<file path="config.mk">
export PLATFORM = sky130hd
export DESIGN_NAME = branch_seq_ctrl
export DESIGN_NICKNAME = d
export VERILOG_FILES = /design/src/rtl/branch_seq_ctrl.sv
export SDC_FILE = /design/constraint.sdc
export NUM_CORES = 1
export LEC_CHECK = 0
export ABC_AREA = 1
export CAP_MARGIN = 10
export CORE_ASPECT_RATIO = 0.7
export CORE_UTILIZATION = 35
export CTS_BUF_LIST = sky130_fd_sc_hd__clkbuf_4
export DETAILED_ROUTE_END_ITERATION = 8
export DONT_BUFFER_PORTS = 1
export GPL_ROUTABILITY_DRIVEN = 0
export HOLD_SLACK_MARGIN = 0.03
export PLACE_DENSITY = 0.56
export SLEW_MARGIN = 20
export SYNTH_ARGS = -nofsm -noshare
export SYNTH_HDL_FRONTEND = slang
export SYNTH_SLANG_ARGS = --single-unit
</file>
<file path="constraint.sdc">
create_clock -name clk -period 6 [get_ports clk]
set_input_delay 1.2 -clock clk [delete_from_list [all_inputs] [get_ports clk]]
set_output_delay 1.2 -clock clk [all_outputs]
set_load 0.01 [all_outputs]
</file>
<file path="src/rtl/branch_seq_ctrl.sv">
// Purpose: multi-cycle RV32I branch resolver; slice-serial MSB-first compare, returns taken + next PC.
// Latency: 1..NSL compare cycles after accept (equal operands take NSL), illegal funct3 responds next cycle.
// Backpressure: valid/ready on both sides; result held in DONE until resp_ready, flush drops it.
//
// Ports:
//   clk, rst_n              clock, asynchronous active-low reset
//   req_valid / req_ready   request handshake (ready only while idle)
//   funct3                  B-type condition select
//   rs1_data, rs2_data      operands compared slice by slice
//   pc, imm                 branch PC and sign-extended byte offset
//   flush                   pipeline redirect, aborts any in-flight work
//   resp_valid / resp_ready response handshake
//   taken, next_pc, illegal result fields, stable while resp_valid & !resp_ready
//   busy                    controller not idle
module branch_seq_ctrl #(
    parameter int XLEN  = 32,
    parameter int SLICE = 4
) (
    input  logic            clk,
    input  logic            rst_n,
    input  logic            req_valid,
    output logic            req_ready,
    input  logic [2:0]      funct3,
    input  logic [XLEN-1:0] rs1_data,
    input  logic [XLEN-1:0] rs2_data,
    input  logic [XLEN-1:0] pc,
    input  logic [XLEN-1:0] imm,
    input  logic            flush,
    output logic            resp_valid,
    input  logic            resp_ready,
    output logic            taken,
    output logic [XLEN-1:0] next_pc,
    output logic            illegal,
    output logic            busy
);

    localparam int NSL = XLEN / SLICE;
    localparam int KW  = (NSL > 1) ? $clog2(NSL) : 1;
    localparam logic [KW-1:0] TOP_IDX = KW'(NSL - 1);

    typedef enum logic [1:0] {
        IDLE = 2'd0,
        CMP  = 2'd1,
        DONE = 2'd2
    } stateT;

    stateT           state;
    stateT           nextState;

    logic [XLEN-1:0] opA;
    logic [XLEN-1:0] opB;
    logic [XLEN-1:0] pcReg;
    logic [XLEN-1:0] immReg;
    logic [2:0]      f3Reg;
    logic [KW-1:0]   sliceIdx;

    logic            takenReg;
    logic [XLEN-1:0] nextPcReg;
    logic            illegalReg;

    logic [SLICE-1:0] slicesA [NSL];
    logic [SLICE-1:0] slicesB [NSL];
    logic [SLICE-1:0] sliceA;
    logic [SLICE-1:0] sliceB;
    logic             sliceDiff;
    logic             cmpEq;
    logic             cmpLt;
    logic             decision;
    logic [XLEN-1:0]  target;
    logic             cmpDone;
    logic             accept;
    logic             illegalIn;

    // funct3 010/011 are not branch encodings.
    assign illegalIn = (funct3[2:1] == 2'b01);
    // A flush in IDLE blocks the accept even though req_ready is high.
    assign accept    = req_valid && (state == IDLE) && !flush;

    // Current slice of each operand. For signed compares the top slice has
    // its sign bit flipped, which turns two's complement order into plain
    // unsigned order for that slice; lower slices are unsigned either way.
    always_comb begin
        for (int s = 0; s < NSL; s++) begin
            slicesA[s] = opA[s*SLICE +: SLICE];
            slicesB[s] = opB[s*SLICE +: SLICE];
        end
        sliceA = slicesA[sliceIdx];
        sliceB = slicesB[sliceIdx];
        if ((f3Reg[2:1] == 2'b10) && (sliceIdx == TOP_IDX)) begin
            sliceA[SLICE-1] = ~sliceA[SLICE-1];
            sliceB[SLICE-1] = ~sliceB[SLICE-1];
        end
    end

    assign sliceDiff = (sliceA != sliceB);

    // eq/lt only mean anything on the cycle the compare terminates.
    always_comb begin
        cmpEq = 1'b0;
        cmpLt = 1'b0;
        if (sliceDiff) begin
            cmpLt = (sliceA < sliceB);
        end else begin
            cmpEq = 1'b1;
        end
    end

    // funct3[2] picks lt vs eq, funct3[0] inverts (BNE, BGE, BGEU).
    assign decision = (f3Reg[2] ? cmpLt : cmpEq) ^ f3Reg[0];
    assign target   = decision ? (pcReg + immReg) : (pcReg + XLEN'(4));

    always_ff @(posedge clk or negedge rst_n) begin
        if (!rst_n) begin
            state <= IDLE;
        end else begin
            state <= nextState;
        end
    end

    always_comb begin
        nextState = state;
        cmpDone   = 1'b0;
        case (state)
            IDLE: begin
                if (accept) begin
                    nextState = illegalIn ? DONE : CMP;
                end
            end
            CMP: begin
                if (sliceDiff || (sliceIdx == '0)) begin
                    nextState = DONE;
                    cmpDone   = 1'b1;
                end
            end
            DONE: begin
                if (resp_ready) begin
                    nextState = IDLE;
                end
            end
            default: nextState = IDLE;
        endcase
        // Redirect wins over everything, including a same-cycle resp_ready.
        if (flush) begin
            nextState = IDLE;
            cmpDone   = 1'b0;
        end
    end

    always_ff @(posedge clk or negedge rst_n) begin
        if (!rst_n) begin
            opA        <= '0;
            opB        <= '0;
            pcReg      <= '0;
            immReg     <= '0;
            f3Reg      <= '0;
            sliceIdx   <= '0;
            takenReg   <= 1'b0;
            nextPcReg  <= '0;
            illegalReg <= 1'b0;
        end else if (accept) begin
            opA      <= rs1_data;
            opB      <= rs2_data;
            pcReg    <= pc;
            immReg   <= imm;
            f3Reg    <= funct3;
            sliceIdx <= TOP_IDX;
            if (illegalIn) begin
                // Goes straight to DONE, so the result is set up here.
                takenReg   <= 1'b0;
                nextPcReg  <= pc + XLEN'(4);
                illegalReg <= 1'b1;
            end
        end else if (state == CMP && !flush) begin
            if (cmpDone) begin
                takenReg   <= decision;
                nextPcReg  <= target;
                illegalReg <= 1'b0;
            end else begin
                sliceIdx <= sliceIdx - KW'(1);
            end
        end
    end

    assign req_ready  = (state == IDLE);
    assign resp_valid = (state == DONE);
    assign busy       = (state != IDLE);
    assign taken      = takenReg;
    assign next_pc    = nextPcReg;
    assign illegal    = illegalReg;

endmodule
</file>
# Word-level counts from Yosys, hierarchy flattened
# Index checks and enable logic that the tools add are counted.
dict set report totals {
  reg_bits 170
  inputBits 136
  output_inout_bits 37
}
dict set report classes {
  n_addsub 4
  order_cmp 2
  eq_ne 11
  muxes 36
  bitwise_logic 4
  n_reduce_logical 14
}
# cell n
set op_table {}
lappend op_table {{32-bit 2-to-1 mux} 5}
lappend op_table {{32-bit by 3-bit adder with 32-bit output, second input constant} 2}
lappend op_table {{32-bit adder} 1}
lappend op_table {{4-bit binary-select mux with 3-bit select} 2}
lappend op_table {{1-bit 2-to-1 mux} 16}
lappend op_table {{4-bit 2-to-1 mux} 4}
lappend op_table {{2-bit 2-to-1 mux} 5}
lappend op_table {{3-bit 2-to-1 mux} 3}
lappend op_table {{2-bit case mux with 3 select lines} 1}
lappend op_table {{3-bit AND reduction} 2}
lappend op_table {{2-bit nonzero test} 3}
lappend op_table {{2-bit by 1-bit == test with 1-bit output, second input constant} 2}
lappend op_table {{2-bit == test, second input constant} 2}
lappend op_table {{4-bit >= comparator, second input constant} 1}
lappend op_table {{1-bit logical AND} 4}
lappend op_table {{4-bit less-than comparator} 1}
lappend op_table {{2-bit by 1-bit != test with 1-bit output, second input constant} 2}
lappend op_table {{4-bit != test} 1}
lappend op_table {{3-bit inverter with 4-bit output} 1}
lappend op_table {{3-bit == test, second input constant} 1}
lappend op_table {{3-bit logical NOT} 1}
lappend op_table {{3-bit by 1-bit != test with 1-bit output, second input constant} 1}
lappend op_table {{3-bit by 2-bit != test with 1-bit output, second input constant} 1}
lappend op_table {{3-bit != test, second input constant} 1}
lappend op_table {{other kinds (7)} 8}

# Depth between registers and ports, before layout
# Gate-level depths: netlist of the first run.
dict set report depth {
  word_depth 14
  depth_mapped 24
}

# Worst setup path before layout of the first run
# No wires, ideal clock.
dict set report synth_path {
  path_kind {flip-flop to flip-flop}
  from {register sliceIdx[0]}
  to {register nextPcReg[10] (netlist: next_pc[10])}
  setup_ns 0.118
  arrival_ns 2.757
  path_slack_ns 3.126
  stages_incl_launch_ff 21
  n_path_buf 5
  synth_period_minus_slack_ns 2.874
  path_cell_list {dfrtp_1 clkbuf_1 inv_1 buf_2 buf_1 nor2_1 o221ai_1 o21ai_0 ha_1 nand2_1 inv_1 nand3_1 inv_1 nand2_1 nand3_1 nand2_1 buf_2 buf_2 nand2_1 a21oi_1 nor2_1}
}
dict set report synth_via {
  elab_chain_len 14
  elab_cells_between_ends 30
  classes_between {order compare (1); eq/ne (2); mux (18); bitwise (4); reduce/logical (5)}
}
# element line_no
set synth_lines {}
lappend synth_lines {{from (decl)} 55} ;# logic [KW-1:0] sliceIdx;
lappend synth_lines {{from (signal assigned)} 179} ;# sliceIdx <= sliceIdx - KW'(1);
lappend synth_lines {{3-bit inverter with 4-bit output (not written as such)} {87, 88}}
lappend synth_lines {{4-bit binary-select mux with 3-bit select, on equally long branches} {87, 88}}
lappend synth_lines {{4-bit 2-to-1 mux, on equally long branches (2 in a row)} {87, 88}}
lappend synth_lines {{1-bit inverter, on equally long branches} {90, 91}}
lappend synth_lines {{1-bit 2-to-1 mux} 89} ;# if ((f3Reg[2:1] == 2'b10) && (sliceIdx == TOP_IDX)) begin
lappend synth_lines {{4-bit less-than comparator or 4-bit != test (tied branches)} {102, 95}}
lappend synth_lines {{1-bit 2-to-1 mux} 101} ;# if (sliceDiff) begin
lappend synth_lines {{1-bit 2-to-1 mux} 109} ;# assign decision = (f3Reg[2] ? cmpLt : cmpEq) ^ f3Reg[0];
lappend synth_lines {{1-bit bitwise XOR} 109}
lappend synth_lines {{32-bit 2-to-1 mux} 110} ;# assign target = decision ? (pcReg + immReg) : (pcReg + XLEN'(4));
lappend synth_lines {{32-bit 2-to-1 mux} 174} ;# if (cmpDone) begin
lappend synth_lines {{32-bit 2-to-1 mux} 173} ;# end else if (state == CMP && !flush) begin
lappend synth_lines {{32-bit 2-to-1 mux} 160} ;# end else if (accept) begin
lappend synth_lines {{to (signal assigned)} 170} ;# nextPcReg <= pc + XLEN'(4);
lappend synth_lines {{to (signal assigned)} 176} ;# nextPcReg <= target;
lappend synth_lines {{to (decl)} 58} ;# logic [XLEN-1:0] nextPcReg;
# Parallel ways exist; a longest one is shown, timed or not. The select of a mux whose other input is x is not followed.
# A chain may end at the register's enable or synchronous reset.

# Final worst setup path of the first run
dict set report layout_path {
  from {register sliceIdx[0]}
  to {register nextPcReg[30] (netlist: next_pc[30])}
}
# Same word-level chain as after synthesis.

==> results of run 1 <==
-- kinds of logic after synthesis --
group | Yosys count | share of synthesized area [%]
xor gates and xnor gates | 47 | 3.70
AOI/OAI and AO/OA | 205 | 9.84
adders and majority gates | 41 | 4.59
buffers and inverters | 209 | 7.46
and+or+nand+nor | 1014 | 36.9
DFF | 170 | 37.5
-- cell type report --
cell class / count / area share (%)
clock buffers: 17 / 1.07
inverters: 151 / 4.76
flip-flops and latches: 170 / 35.6
diodes: 1 / 0.0209
well taps: 420 / 4.40
clock inverters: 15 / 1.49
repair buffers: 7 / 0.440
multi-input cells: 1307 / 52.2
-- metal layers --
metal / wire length, um / share of wire, %
met5: 0 / 0
met3: 3660 / 9.9
met2: 14500 / 40
met1: 18200 / 50
met4: 381 / 1.0
-- metrics by stage --
step           cell area, um2  std cells  total power [mW]
3_5_place_dp            11600       2055              4.62
6_report                12000       2088              5.37
5_1_grt                 12000       2088              5.85
4_1_cts                 12000       2087              5.40
2_1_floorplan           11300       1686              3.86
3_3_place_gp            11600       2055              4.60
-- report_power, final --
| part | internal [mW] | switching (mW) | total, mW | leakage (nW) |
|---|---|---|---|---|
| clock network | 0.263 | 0.484 | 0.747 | 0.156 |
| registers | 1.52 | 0.432 | 1.95 | 2.09 |
| logic | 0.915 | 1.76 | 2.67 | 3.87 |
| total | 2.70 | 2.68 | 5.37 | 6.12 |
-- how the worst max path moves through the flow --
stage                  endpoint  depth (start not counted)  slack, ns
floorplan           next_pc[10]                         20       3.13
global placement    next_pc[30]                          9       1.55
detailed placement  next_pc[30]                          9       1.46
CTS                 next_pc[30]                         17       1.54
global route              taken                         17       1.09
finish              next_pc[30]                         17       1.54
-- critical path: stages, from the launching register on --
cell,delay [ns]
dfrtp_1,0.39
buf_4,0.24
inv_1,0.68
o21ai_0,0.20
o221ai_1,0.18
o21ai_0,0.22
ha_1,0.35
nand2_1,0.07
inv_1,0.04
nand3_1,0.09
inv_1,0.07
nand2_1,0.13
nand3_1,0.21
nand2_1,0.11
buf_4,0.38
inv_1,0.57
a21oi_1,0.30
a21oi_1,0.09
-- layout by cell type (no fill, tap or decap), types with 4 or more instances in the layout --
cell type    n
nor2_4       5
nor3_2       5
o211ai_1     8
or2_2        5
nand3_1     81
ha_1        40
a21oi_1     65
nand2_1    708
o21bai_1    10
nor3_1      25
buf_4        7
inv_1      146
nand4_1     13
xor2_1      32
inv_6        5
clkbuf_4    17
nand3_2      5
o22ai_1      9
o21ai_0     97
nor2_1     144
nor2_2       4
xnor2_1     14
a31oi_1      6
dfrtp_1    170
-- sequential cells by signal, indices dropped and copies added, names as in the netlist --
name	flops
pcReg	32
next_pc	32
illegal	1
state	2
f3Reg	3
immReg	32
opA	32
sliceIdx	3
taken	1
opB	32
-- cells in the mapped netlist (4+ instances only) --
master	n
a31oi_1	6
inv_1	147
nor2_2	4
nand3_2	5
or2_2	5
xnor2_1	14
nor2_1	144
a21oi_1	65
nor3_1	25
dfrtp_1	170
buf_4	4
clkbuf_1	22
xor2_1	32
buf_1	7
nand4_1	13
o22ai_1	9
o21bai_1	10
ha_1	40
o21ai_0	97
nand2_1	708
o211ai_1	8
nand3_1	82
buf_2	23
nor3_2	5
nor2_4	5
==> reports/metrics.cfg, run 1 <==
[timing]
setup_viol = 0
period_share_pct = 74.3
maxSlewHeadroom_pct = 25.1
fin_worst_skew_ns = 0.0266
whs_ns = 0.235
worst_slack_ns = 1.54
max_freq_mhz = 224
grt_setup_unrepaired = false
hold_viol_final = 0
min_period_ns = 4.46
finalSetupTns_ns = 0
drv_slew = 0
tightest_slew_ns = 1.12

[global_routing]
grt_max_degree = 171
top_usage_layer = met1
antenna_found_initial = 1
grt_pass1_vias = 9579
grt_use_met3_pct = 7.98
grt-ovfl-total = 0
use_met2_pct = 29.9
gr-usage-all-layers_pct = 22.3
gr-usage-met1_pct = 33.7
grt_pass1_wl_um = 56300

[clocking]
cts_sinks = 170
cts.clk_slew.worst_paths_ns = 0.16
cts_root_buf = clkbuf_4
cts_hold_buf = 0
clk_latency_ns = 0.64
clock_path_buffers = 2
htree_levels = 4
postCtsSetupRepairBufs = 0
post_cts_resized = 0
cts_tree = yes
cts_made_buffers = 17

[floorplan]
die_w_um = 217
rows = 54
die_area_um2 = 33100
die_h_um = 153
io_pins = 173
core_um2 = 31500
start_util_pct = 36.0

[setup_path]
required_ns = 6.54
worstSetupPathType = flip-flop to flip-flop
cp_max_fo = 38
reg2reg_from = sliceIdx[0]
reg2reg_depth = 17
cp.arrival_ns = 5.00
cp-startpoint = sliceIdx[0]
critPathCaptureType = flip-flop
r2r_slack_ns = 1.54
reg2reg_to = next_pc[30]
startpoint_type = flip-flop

[final_layout]
drive_above_1_share_pct = 4.38
nets = 1831
seqCellArea_um2 = 4250
n_fill_cell = 3450
multi_input_area_um2 = 6250
syn2layout_area_growth_pct = 5.49
fin_util_pct = 38.0

[yosys]
yosysUniqueCellTypes = 47
async_flop_share_pct = 100
yosys_most_used_dff = dfrtp_1
syn-num-nets = 1863
yosys.area.top_type_share_pct = 37.5
postSynthCellCount = 1686
ys_seq_area_share_pct = 37.5
synth-seq-cells = 170
syn_avg_cell_area_um2 = 6.72
netlist_top_cells_area = dfrtp_1 38%, nand2_1 23%, inv_1 4.9%, nor2_1 4.8%, ha_1 4.4%
synth_enable_flop_cells = 0
netlist_area_um2 = 11300
ys_warn_count = 0
yosys.area.top_type = dfrtp_1

[route]
drtPass1Iterations = 7
routed_wl_um = 36800
postRouteAntennaNets = 0
vias = 10600
first_iter_violations = 1002
wl_per_cell_um = 17.6
routed_via_density = 5.06
drc = 0

[min_path]
hold_class = primary input to asynchronous set/reset pin

[flow_run]
drv_cap = 0

[placement]
dp_hpwl_um = 28000
dpl_worst_slack_ns = 1.46
portBuffers = 0

[power]
leakage_nw = 6.12
p_per_area_nw_per_um2 = 449
peakVddDrop_v = 0.000188

[run_status]
status = finished, final reports clean

Note: power is estimated with default switching activity, not from simulation.
==> inputs of run 2 (changes only) <==
--- a/config.mk
+++ b/config.mk
@@ -14,7 +14,7 @@
 export DONT_BUFFER_PORTS = 1
 export GPL_ROUTABILITY_DRIVEN = 0
 export HOLD_SLACK_MARGIN = 0.03
-export PLACE_DENSITY = 0.56
+export PLACE_DENSITY = 0.58
 export SLEW_MARGIN = 20
 export SYNTH_ARGS = -nofsm -noshare
 export SYNTH_HDL_FRONTEND = slang
==> constraint.sdc (replaced) <==
create_clock -name clk -period 3.9 [get_ports clk]
set_input_delay 0.78 -clock clk [delete_from_list [all_inputs] [get_ports clk]]
set_output_delay 0.78 -clock clk [all_outputs]
set_load 0.01 [all_outputs]
==> run 2 against run 1 <==
The flow now finishes with violations (hold timing). Setup slack got worse by 1.1 ns. Wire length rose by 1.8%. Critical endpoint unchanged. Via count rose by 2.0%. Clock skew rose by 0.0033 ns. Utilization barely moved.
==> reports/metrics.cfg, run 2 (same netlist as run 1, synthesis figures left out) <==
[clocking]
clock_path_buffers = 2  ; unchanged
postCtsSetupRepairBufs = 0  ; unchanged
cts_sinks = 170  ; unchanged
clk_latency_ns = 0.64  ; about the same
cts_made_buffers = 17  ; unchanged
cts_root_buf = clkbuf_4
htree_levels = 4  ; unchanged
cts_tree = yes
cts.clk_slew.worst_paths_ns = 0.15  ; about the same

[global_routing]
grt_pass1_vias = 9820  ; +2.5%
antenna_found_initial = 3  ; +2
gr-usage-all-layers_pct = 23.0  ; +0.70 points
grt_pass1_wl_um = 58200  ; +3.3%
grt_max_degree = 171  ; unchanged
grt-ovfl-total = 0  ; unchanged

[floorplan]
die_w_um = 217  ; unchanged
io_pins = 173  ; unchanged
start_util_pct = 36.0  ; unchanged
die_area_um2 = 33100  ; unchanged
rows = 54  ; unchanged
core_um2 = 31500  ; unchanged
die_h_um = 153  ; unchanged

[setup_path]
worstSetupPathType = flip-flop to flip-flop
reg2reg_from = sliceIdx[2]
reg2reg_to = next_pc[30]
critPathCaptureType = flip-flop
required_ns = 4.47  ; -2.07 ns
reg2reg_depth = 18  ; +1
cp_max_fo = 14  ; -63%
cp.arrival_ns = 4.06  ; -0.94 ns
r2r_slack_ns = 0.40  ; -1.14 ns
startpoint_type = flip-flop

[run_status]
status = finished, violations left
violations = hold timing

[timing]
setup_viol = 0  ; unchanged
drv_slew = 0  ; unchanged
grt_setup_unrepaired = false
finalSetupTns_ns = 0  ; unchanged
tightest_slew_ns = 0.984  ; -0.137 ns
max_freq_mhz = 286  ; +28%
whs_ns = -0.176  ; -0.411 ns
maxSlewHeadroom_pct = 34.4  ; +9.3 points
fin_worst_skew_ns = 0.0299  ; +0.00327 ns
worst_slack_ns = 0.405  ; -1.14 ns
hold_viol_final = 170  ; +170
min_period_ns = 3.50  ; -0.964 ns
period_share_pct = 89.6  ; +15 points

[final_layout]
layout_commonest_cell = nand2_1
fin_util_pct = 38.0  ; about the same
final_cell_mix = 708 x nand2_1, 170 x dfrtp_1, 146 x inv_1, 144 x nor2_1, 97 x o21ai_0
syn2layout_area_growth_pct = 5.57  ; about the same
n_fill_cell = 3440  ; -0.29%
final_area_um2 = 12000  ; about the same
nets = 1836  ; +0.27%
drive_above_1_share_pct = 4.49  ; +0.11 points

[min_path]
hold_class = primary input to asynchronous set/reset pin

[power]
p_per_area_nw_per_um2 = 688  ; +53%
peakVddDrop_v = 0.000272  ; +44%
leakage_nw = 6.12  ; about the same

[placement]
portBuffers = 0  ; unchanged
dpl_worst_slack_ns = 0.362  ; -1.10 ns
dp_hpwl_um = 28700  ; +2.6%
place_area_um2 = 11700  ; +0.43%

[route]
vias = 10800  ; +2.0%
routed_wl_um = 37500  ; +1.8%
routed_via_density = 5.16  ; +1.9%
postRouteAntennaNets = 0  ; unchanged
drc = 0  ; unchanged
wl_per_cell_um = 17.9  ; +1.7%
drtPass1Iterations = 6  ; -1
first_iter_violations = 1160  ; +16%

[flow_run]
drv_cap = 0  ; unchanged

==> run 2: per-layer routing <==
layer / GRT usage [%] / routed length, um
met1: 34.9 / 18000
met2: 31.2 / 15100
met3: 7.64 / 4070
met4: 4.12 / 289
met5: 0 / 13
==> run 2: area by class of cell <==
type | count | area, um2 | share of cell area [%]
Clock buffer | 18 | 135 | 1.13
Clock inverter | 12 | 126 | 1.06
Tap cell | 420 | 526 | 4.39
Timing Repair Buffer | 12 | 103 | 0.857
Antenna cell | 1 | 2.50 | 0.0209
Multi-Input combinational cell | 1307 | 6250 | 52.2
Sequential cell | 170 | 4250 | 35.5
Inverter | 151 | 573 | 4.79
==> run 2: through the flow <==
step                      power (mW)  std cells
after global placement          7.13       2060
after CTS                       8.26       2090
final                           8.23       2091
after global routing            9.00       2091
after floorplan                 5.94       1686
after detailed placement        7.17       2060
==> run 2: worst max-delay path by stage <==
stage                 from          end
3_5_place_dp   sliceIdx[1]  next_pc[30]
6_report       sliceIdx[2]  next_pc[30]
3_3_place_gp   sliceIdx[1]  next_pc[28]
5_1_grt        sliceIdx[2]  next_pc[27]
2_1_floorplan  sliceIdx[0]  next_pc[10]
4_1_cts        sliceIdx[1]  next_pc[30]
==> run 2: where the power goes <==
group	switching [mW]	internal, mW	leakage [nW]	total, mW
registers	0.658	2.34	2.09	2.99
logic	2.73	1.45	3.90	4.18
clock network	0.673	0.378	0.136	1.05
total	4.06	4.17	6.12	8.23
==> run 2: worst max-delay path, stage by stage (launching register included) <==
cell and delay [ns]:
dfrtp_1 0.65, clkinv_1 0.40, nand3_1 0.18, nand2_1 0.08
xor2_1 0.14, ha_1 0.29, nand2_1 0.05, inv_1 0.06
nand3_1 0.08, inv_1 0.09, nand2_1 0.09, nand2_1 0.09
nand2_1 0.05, nand2_1 0.50, buf_4 0.33, nand3_1 0.11
nand2_1 0.06, nand2_1 0.04, a21oi_1 0.14
==> run 2: what timing repair did <==
item / CTS / global route
gates resized for setup: 0 / 1
endpoints found under the hold margin: 170 / 170
endpoints found under the setup margin: 0 / 16
